**src/rtl/sb_tx_seq_mc.sv**
```systemverilog
`default_nettype none
// ============================================================================
//  Module   : sb_tx_seq_mc
//  Desc     : Sideband TX sequencer. Drives start-pattern generation, header
//             and data encode, framing and a programmable inter-message gap.
//             Arbitrates NUM_CH message requesters round-robin and aborts a
//             stalled encode/framing phase with a sticky watchdog error.
//  Revision : 1.0 - initial release
// ============================================================================
module sb_tx_seq_mc #(
  parameter int NUM_CH         = 4,
  parameter int GAP_CYCLES     = 6,
  parameter int TIMEOUT_CYCLES = 64,
  localparam int CH_W          = (NUM_CH > 1) ? $clog2(NUM_CH) : 1
) (
  input  logic              i_clk,
  input  logic              i_rst,
  input  logic              i_start_pattern_req,
  input  logic              i_start_pattern_done,
  input  logic [NUM_CH-1:0] i_msg_req,
  input  logic [NUM_CH-1:0] i_msg_has_data,
  input  logic              i_encode_done,
  input  logic              i_packet_valid,
  input  logic              i_err_clr,
  output logic              o_pattern_enable,
  output logic              o_pattern_done,
  output logic              o_pattern_abort,
  output logic [NUM_CH-1:0] o_msg_gnt,
  output logic [CH_W-1:0]   o_sel_ch,
  output logic              o_header_encoder_enable,
  output logic              o_data_encoder_enable,
  output logic              o_frame_enable,
  output logic              o_busy,
  output logic              o_timeout_err,
  output logic [2:0]        o_state
);

  // Counter widths cover the full legal parameter ranges (gap 1..15, timeout 2..1023).
  localparam int c_GAP_W = 4;
  localparam int c_WD_W  = 10;

  typedef enum logic [2:0] {
    ST_IDLE    = 3'd0,
    ST_PATTERN = 3'd1,
    ST_ENCODE  = 3'd2,
    ST_FRAMING = 3'd3,
    ST_GAP     = 3'd4
  } state_t;

  state_t              r_state;
  state_t              w_state_nxt;
  logic [CH_W-1:0]     r_ptr;
  logic [CH_W-1:0]     w_ptr_nxt;
  logic [CH_W-1:0]     r_sel_ch;
  logic [CH_W-1:0]     w_sel_nxt;
  logic [c_GAP_W-1:0]  r_gap_cnt;
  logic [c_GAP_W-1:0]  w_gap_nxt;
  logic [c_WD_W-1:0]   r_wd_cnt;
  logic [c_WD_W-1:0]   w_wd_nxt;
  logic [NUM_CH-1:0]   r_msg_gnt;
  logic [NUM_CH-1:0]   w_gnt_nxt;
  logic                r_hdr_en;
  logic                w_hdr_nxt;
  logic                r_data_en;
  logic                w_data_nxt;
  logic                r_frame_en;
  logic                w_frame_nxt;
  logic                r_pat_done;
  logic                w_pat_done_nxt;
  logic                r_pat_abort;
  logic                w_pat_abort_nxt;
  logic                r_timeout_err;
  logic                w_to_set;
  logic                w_wd_expired;

  logic                w_win_found;
  logic [CH_W-1:0]     w_win;
  logic [CH_W-1:0]     w_scan_idx;

  // Round-robin winner: first pending channel scanning cyclically from r_ptr+1.
  always_comb begin
    w_win_found = 1'b0;
    w_win       = r_ptr;
    w_scan_idx  = r_ptr;
    for (int i = 0; i < NUM_CH; i++) begin
      w_scan_idx = (w_scan_idx == CH_W'(NUM_CH - 1)) ? '0 : w_scan_idx + CH_W'(1);
      if (!w_win_found && i_msg_req[w_scan_idx]) begin
        w_win_found = 1'b1;
        w_win       = w_scan_idx;
      end
    end
  end

  // Watchdog budget is spent once the counter reaches TIMEOUT_CYCLES-1.
  assign w_wd_expired = (r_wd_cnt >= c_WD_W'(TIMEOUT_CYCLES - 1));

  // Next-state and next-pulse decode; pulses are registered below.
  always_comb begin
    w_state_nxt     = r_state;
    w_ptr_nxt       = r_ptr;
    w_sel_nxt       = r_sel_ch;
    w_gap_nxt       = r_gap_cnt;
    w_wd_nxt        = r_wd_cnt;
    w_gnt_nxt       = '0;
    w_hdr_nxt       = 1'b0;
    w_data_nxt      = 1'b0;
    w_frame_nxt     = 1'b0;
    w_pat_done_nxt  = 1'b0;
    w_pat_abort_nxt = 1'b0;
    w_to_set        = 1'b0;
    case (r_state)
      ST_IDLE: begin
        if (i_start_pattern_req) begin
          w_state_nxt = ST_PATTERN;
        end else if (w_win_found) begin
          w_state_nxt       = ST_ENCODE;
          w_ptr_nxt         = w_win;
          w_sel_nxt         = w_win;
          w_gnt_nxt[w_win]  = 1'b1;
          w_hdr_nxt         = 1'b1;
          w_data_nxt        = i_msg_has_data[w_win];
          w_wd_nxt          = '0;
        end
      end
      ST_PATTERN: begin
        // Normal completion outranks an abort arriving in the same cycle.
        if (i_start_pattern_done) begin
          w_state_nxt    = ST_IDLE;
          w_pat_done_nxt = 1'b1;
        end else if (|i_msg_req) begin
          w_state_nxt     = ST_IDLE;
          w_pat_abort_nxt = 1'b1;
        end
      end
      ST_ENCODE: begin
        if (i_encode_done) begin
          w_state_nxt = ST_FRAMING;
          w_frame_nxt = 1'b1;
          w_wd_nxt    = r_wd_cnt + c_WD_W'(1);
        end else if (w_wd_expired) begin
          w_state_nxt = ST_IDLE;
          w_to_set    = 1'b1;
        end else begin
          w_wd_nxt = r_wd_cnt + c_WD_W'(1);
        end
      end
      ST_FRAMING: begin
        if (i_packet_valid) begin
          w_state_nxt = ST_GAP;
          w_gap_nxt   = '0;
        end else if (w_wd_expired) begin
          w_state_nxt = ST_IDLE;
          w_to_set    = 1'b1;
        end else begin
          w_wd_nxt = r_wd_cnt + c_WD_W'(1);
        end
      end
      ST_GAP: begin
        if (r_gap_cnt == c_GAP_W'(GAP_CYCLES - 1)) begin
          w_state_nxt = ST_IDLE;
        end else begin
          w_gap_nxt = r_gap_cnt + c_GAP_W'(1);
        end
      end
      default: begin
        w_state_nxt = ST_IDLE;
      end
    endcase
  end

  // State, arbitration pointer, counters and registered pulses.
  always_ff @(posedge i_clk or posedge i_rst) begin
    if (i_rst) begin
      r_state     <= ST_IDLE;
      r_ptr       <= CH_W'(NUM_CH - 1);
      r_sel_ch    <= '0;
      r_gap_cnt   <= '0;
      r_wd_cnt    <= '0;
      r_msg_gnt   <= '0;
      r_hdr_en    <= 1'b0;
      r_data_en   <= 1'b0;
      r_frame_en  <= 1'b0;
      r_pat_done  <= 1'b0;
      r_pat_abort <= 1'b0;
    end else begin
      r_state     <= w_state_nxt;
      r_ptr       <= w_ptr_nxt;
      r_sel_ch    <= w_sel_nxt;
      r_gap_cnt   <= w_gap_nxt;
      r_wd_cnt    <= w_wd_nxt;
      r_msg_gnt   <= w_gnt_nxt;
      r_hdr_en    <= w_hdr_nxt;
      r_data_en   <= w_data_nxt;
      r_frame_en  <= w_frame_nxt;
      r_pat_done  <= w_pat_done_nxt;
      r_pat_abort <= w_pat_abort_nxt;
    end
  end

  // Sticky watchdog error; a new timeout beats a simultaneous clear.
  always_ff @(posedge i_clk or posedge i_rst) begin
    if (i_rst) begin
      r_timeout_err <= 1'b0;
    end else if (w_to_set) begin
      r_timeout_err <= 1'b1;
    end else if (i_err_clr) begin
      r_timeout_err <= 1'b0;
    end
  end

  assign o_pattern_enable        = (r_state == ST_PATTERN);
  assign o_busy                  = (r_state == ST_ENCODE) || (r_state == ST_FRAMING) ||
                                   (r_state == ST_GAP);
  assign o_state                 = r_state;
  assign o_pattern_done          = r_pat_done;
  assign o_pattern_abort         = r_pat_abort;
  assign o_msg_gnt               = r_msg_gnt;
  assign o_sel_ch                = r_sel_ch;
  assign o_header_encoder_enable = r_hdr_en;
  assign o_data_encoder_enable   = r_data_en;
  assign o_frame_enable          = r_frame_en;
  assign o_timeout_err           = r_timeout_err;

endmodule
`default_nettype wire

```
**config.mk**
```make
export PLATFORM = sky130hd
export DESIGN_NAME = sb_tx_seq_mc
export DESIGN_NICKNAME = d
export VERILOG_FILES = /design/src/rtl/sb_tx_seq_mc.sv
export SDC_FILE = /design/constraint.sdc
export NUM_CORES = 1
export LEC_CHECK = 0
export ABC_AREA = 0
export CAP_MARGIN = 20
export CORE_ASPECT_RATIO = 0.75
export CORE_UTILIZATION = 47
export DETAILED_ROUTE_END_ITERATION = 10
export GPL_TIMING_DRIVEN = 0
export PLACE_DENSITY = 0.79
export REMOVE_ABC_BUFFERS = 1
export SLEW_MARGIN = 20
export SYNTH_ARGS = -nofsm -noshare
export SYNTH_HDL_FRONTEND = slang
export SYNTH_SLANG_ARGS = --single-unit
```
**constraint.sdc**
```tcl
create_clock -name i_clk -period 2.6 [get_ports i_clk]
set_clock_uncertainty 0.2 [all_clocks]
set_input_delay 0.39 -clock i_clk [delete_from_list [all_inputs] [get_ports i_clk]]
set_output_delay 0.39 -clock i_clk [all_outputs]
set_load 0.02 [all_outputs]
```
==> metrics.txt <==
run status completed; P&R area growth vs syn 25.2%; RSZ-0062 raised after global routing false; Vias 1539; Fin. Hold Viols 0; worst min-delay path class reg -> reg; worst skew pair latency 0.28 ns; Post-DP HPWL 2680 um; placed cell count 267; Worst R2R Setup Slack 0.11 ns; CTS clock-pin slew for the worst setup and hold paths 0.06 ns; synthesized flop and latch total 31; initial antenna violation count 0; Crit path required time 2.57 ns; R2R Path Start o_state[2]; Core Area approximately 3700 um2; power per cell area 1160 nW/um2; Primary FF master, synth dfrtp_1; Tot Pwr around 2.6 mW; VDD IR-drop max 0.694 mV; adder and majority gate portion of the synthesized area 2.79%; Leak about 1 nW; crit path max fanout 12; global-route congestion overflow total 0; pin count of the biggest net entering global routing 32; Synthesis Warnings 0; global-route wire length before repair 6310 um; Critical Path End Type register; r2r worst-path depth 4; starting DRC count in detailed routing approximately 110; IO Pins 32; Mapped Cells 194; Synth Area in Compound Gates between 20% and 30%; crit path kind in -> reg; startpoint types primary input; Mapped Area 1790 um2; mux contribution to synthesized area 3.35%; Post-synth EDFFs 0; Fillers 322; GPL Wtd Cong 0.862; Util after Layout 61.3%; antenna-violating nets left 0; simple-gate area share of the yosys netlist 21.6%; Syn Area/Cell 9.24 um2; Crit. Startpoint i_msg_req[0]; largest family of logic cells by synthesized area compound AO/OA/AOI/OAI gates; Die Width 73.3 um; chip height 55.5 um; crit path DAT about 2.5 ns; share of cells above drive strength 1 about a tenth; Site Rows 19; via count of the first global-routing pass 1362; initial core utilization 49.0%; Total Die Area 4070 um2; Worst-Margin Slew 0.637 ns; highest clock rate approximately 400 MHz; Final Cell Area around 2200 um2; Final Cycle Share 96.0%; max-slew violation count 0; drt drc 0; Synth Area in XOR/XNOR 1.47%; max-cap violations 0; H-tree levels 2; Total GRT Usage 20.7%; Layout Cells excl Fill 278; Synth cell types 52; via density per instance 5.54; hold slack 0.297 ns; Clock Tree Root clkbuf_8; reg2reg end o_sel_ch[1]; routed wire length 3800 um; # nets final between 200 and 250; CTS buffer count 5; worst rel slew slack 57.3%; placed cell area 2110 um2; crit path to o_sel_ch[1]; WL per Instance roughly 14 um; final worst path period need 2.50 ns; Seq/Total Area, Yosys 43.4%; fraction of registers with async set/reset 100%; DRT Pass-1 Iters 4; final number of setup-violating endpoints 0; port bufs 31; Antenna Cells 0; maximum buffer depth of the clock tree 2; Sink Count 31; CTS tree yes
## through the flow
step	TNS [ns]	worst slack [ns]
2_1_floorplan	0	0.0338
3_3_place_gp	-1.52	-0.236
3_5_place_dp	-1.91	-0.277
4_1_cts	0	0.0178
5_1_grt	0	0.00954
6_report	0	0.104
## power by group
part | total, mW | switching [mW] | internal, mW
Combinational | 1.47 | 0.765 | 0.700
Sequential | 0.778 | 0.142 | 0.636
Clock | 0.360 | 0.173 | 0.187
## placed cells by master, fill, tap and decap left out, types with 5 or more instances in the layout
master	instances
clkdlybuf4s50_1	31
nor2_1	17
clkbuf_8	5
a21oi_1	16
o21ai_0	10
nor2b_1	8
nand2_1	16
dfrtp_1	29
mux2i_1	6
nand3_1	6
o21a_1	5
inv_1	10
## per-layer routing
layer  up-vias  global-route usage (%)  part of all wire, %
met5         -                       0                    0
met4         0                    4.95                 0.76
met3         5                    6.57                  5.1
met2        47                    29.4                   44
met1       721                    30.6                   50
li1        766                       -                    -
## kinds of logic after synthesis
logic type,count (synthesis)
AO/OA/AOI/OAI,58
buffers and inverters,21
XOR/XNOR,3
flip-flops,31
adder cells (fa/ha/maj),4
multiplexers,6
AND/OR/NAND/NOR,71
## worst min path at each step
| stage | startpoint | slack, ns | cells after the start | endpoint |
|---|---|---|---|---|
| 3_5_place_dp | r_wd_cnt[0] | 0.29 | 1 | r_wd_cnt[0] |
| 4_1_cts | r_wd_cnt[0] | 0.30 | 1 | r_wd_cnt[0] |
| 3_3_place_gp | o_sel_ch[1] | 0.28 | 1 | o_sel_ch[1] |
| 2_1_floorplan | r_wd_cnt[0] | 0.26 | 1 | r_wd_cnt[0] |
| 6_report | o_sel_ch[1] | 0.30 | 1 | o_sel_ch[1] |
| 5_1_grt | o_sel_ch[1] | 0.31 | 1 | o_sel_ch[1] |
## sequential cells by signal (all words and copies together), names as in the netlist
signal and flops:
r_wd_cnt 10, o_msg_gnt 4, r_gap_cnt 4, o_state 3, o_sel_ch 2, r_ptr 2, o_data_encoder_enable 1, o_frame_enable 1
o_header_encoder_enable 1, o_pattern_abort 1, o_pattern_done 1, o_timeout_err 1
## layout make-up
| type | count | area (um2) | share of cell area (%) |
|---|---|---|---|
| well taps | 52 | 65.1 | 2.90 |
| repair buffers | 34 | 333 | 14.8 |
| inverters | 11 | 41.3 | 1.84 |
| flip-flops and latches | 31 | 778 | 34.7 |
| multi-input cells | 142 | 946 | 42.1 |
| clock buffers | 7 | 76.3 | 3.40 |
| clock inverters | 1 | 5.00 | 0.223 |
## cells in the mapped netlist, types with 3 or more instances
master	instances	share of area, %
nand3_1	6	1.7
buf_2	4	1.1
and3_1	3	1.0
nor2_1	19	4.0
nor2b_1	8	2.8
inv_1	11	2.3
o21a_1	5	2.1
o21ai_0	11	3.1
mux2i_1	6	3.3
nand2_1	16	3.3
clkbuf_1	4	0.84
ha_1	4	2.8
dfrtp_1	29	40
a21oi_1	16	4.5
## critical path, stage by stage
cell and delay (ns):
clkdlybuf4s50_1 0.63, and3b_1 0.30, a21oi_1 0.06, o31a_1 0.26, o221a_1 0.26, or3b_4 0.44, o21a_1 0.12
## what timing repair did
action	4_1_cts	5_1_grt
gates resized for setup	2	5
endpoints found under the setup margin	8	12
hold buffers	0	0
pin swaps	0	1
buffers inserted	1	2
No activity file was read; power rests on OpenSTA's default activity.
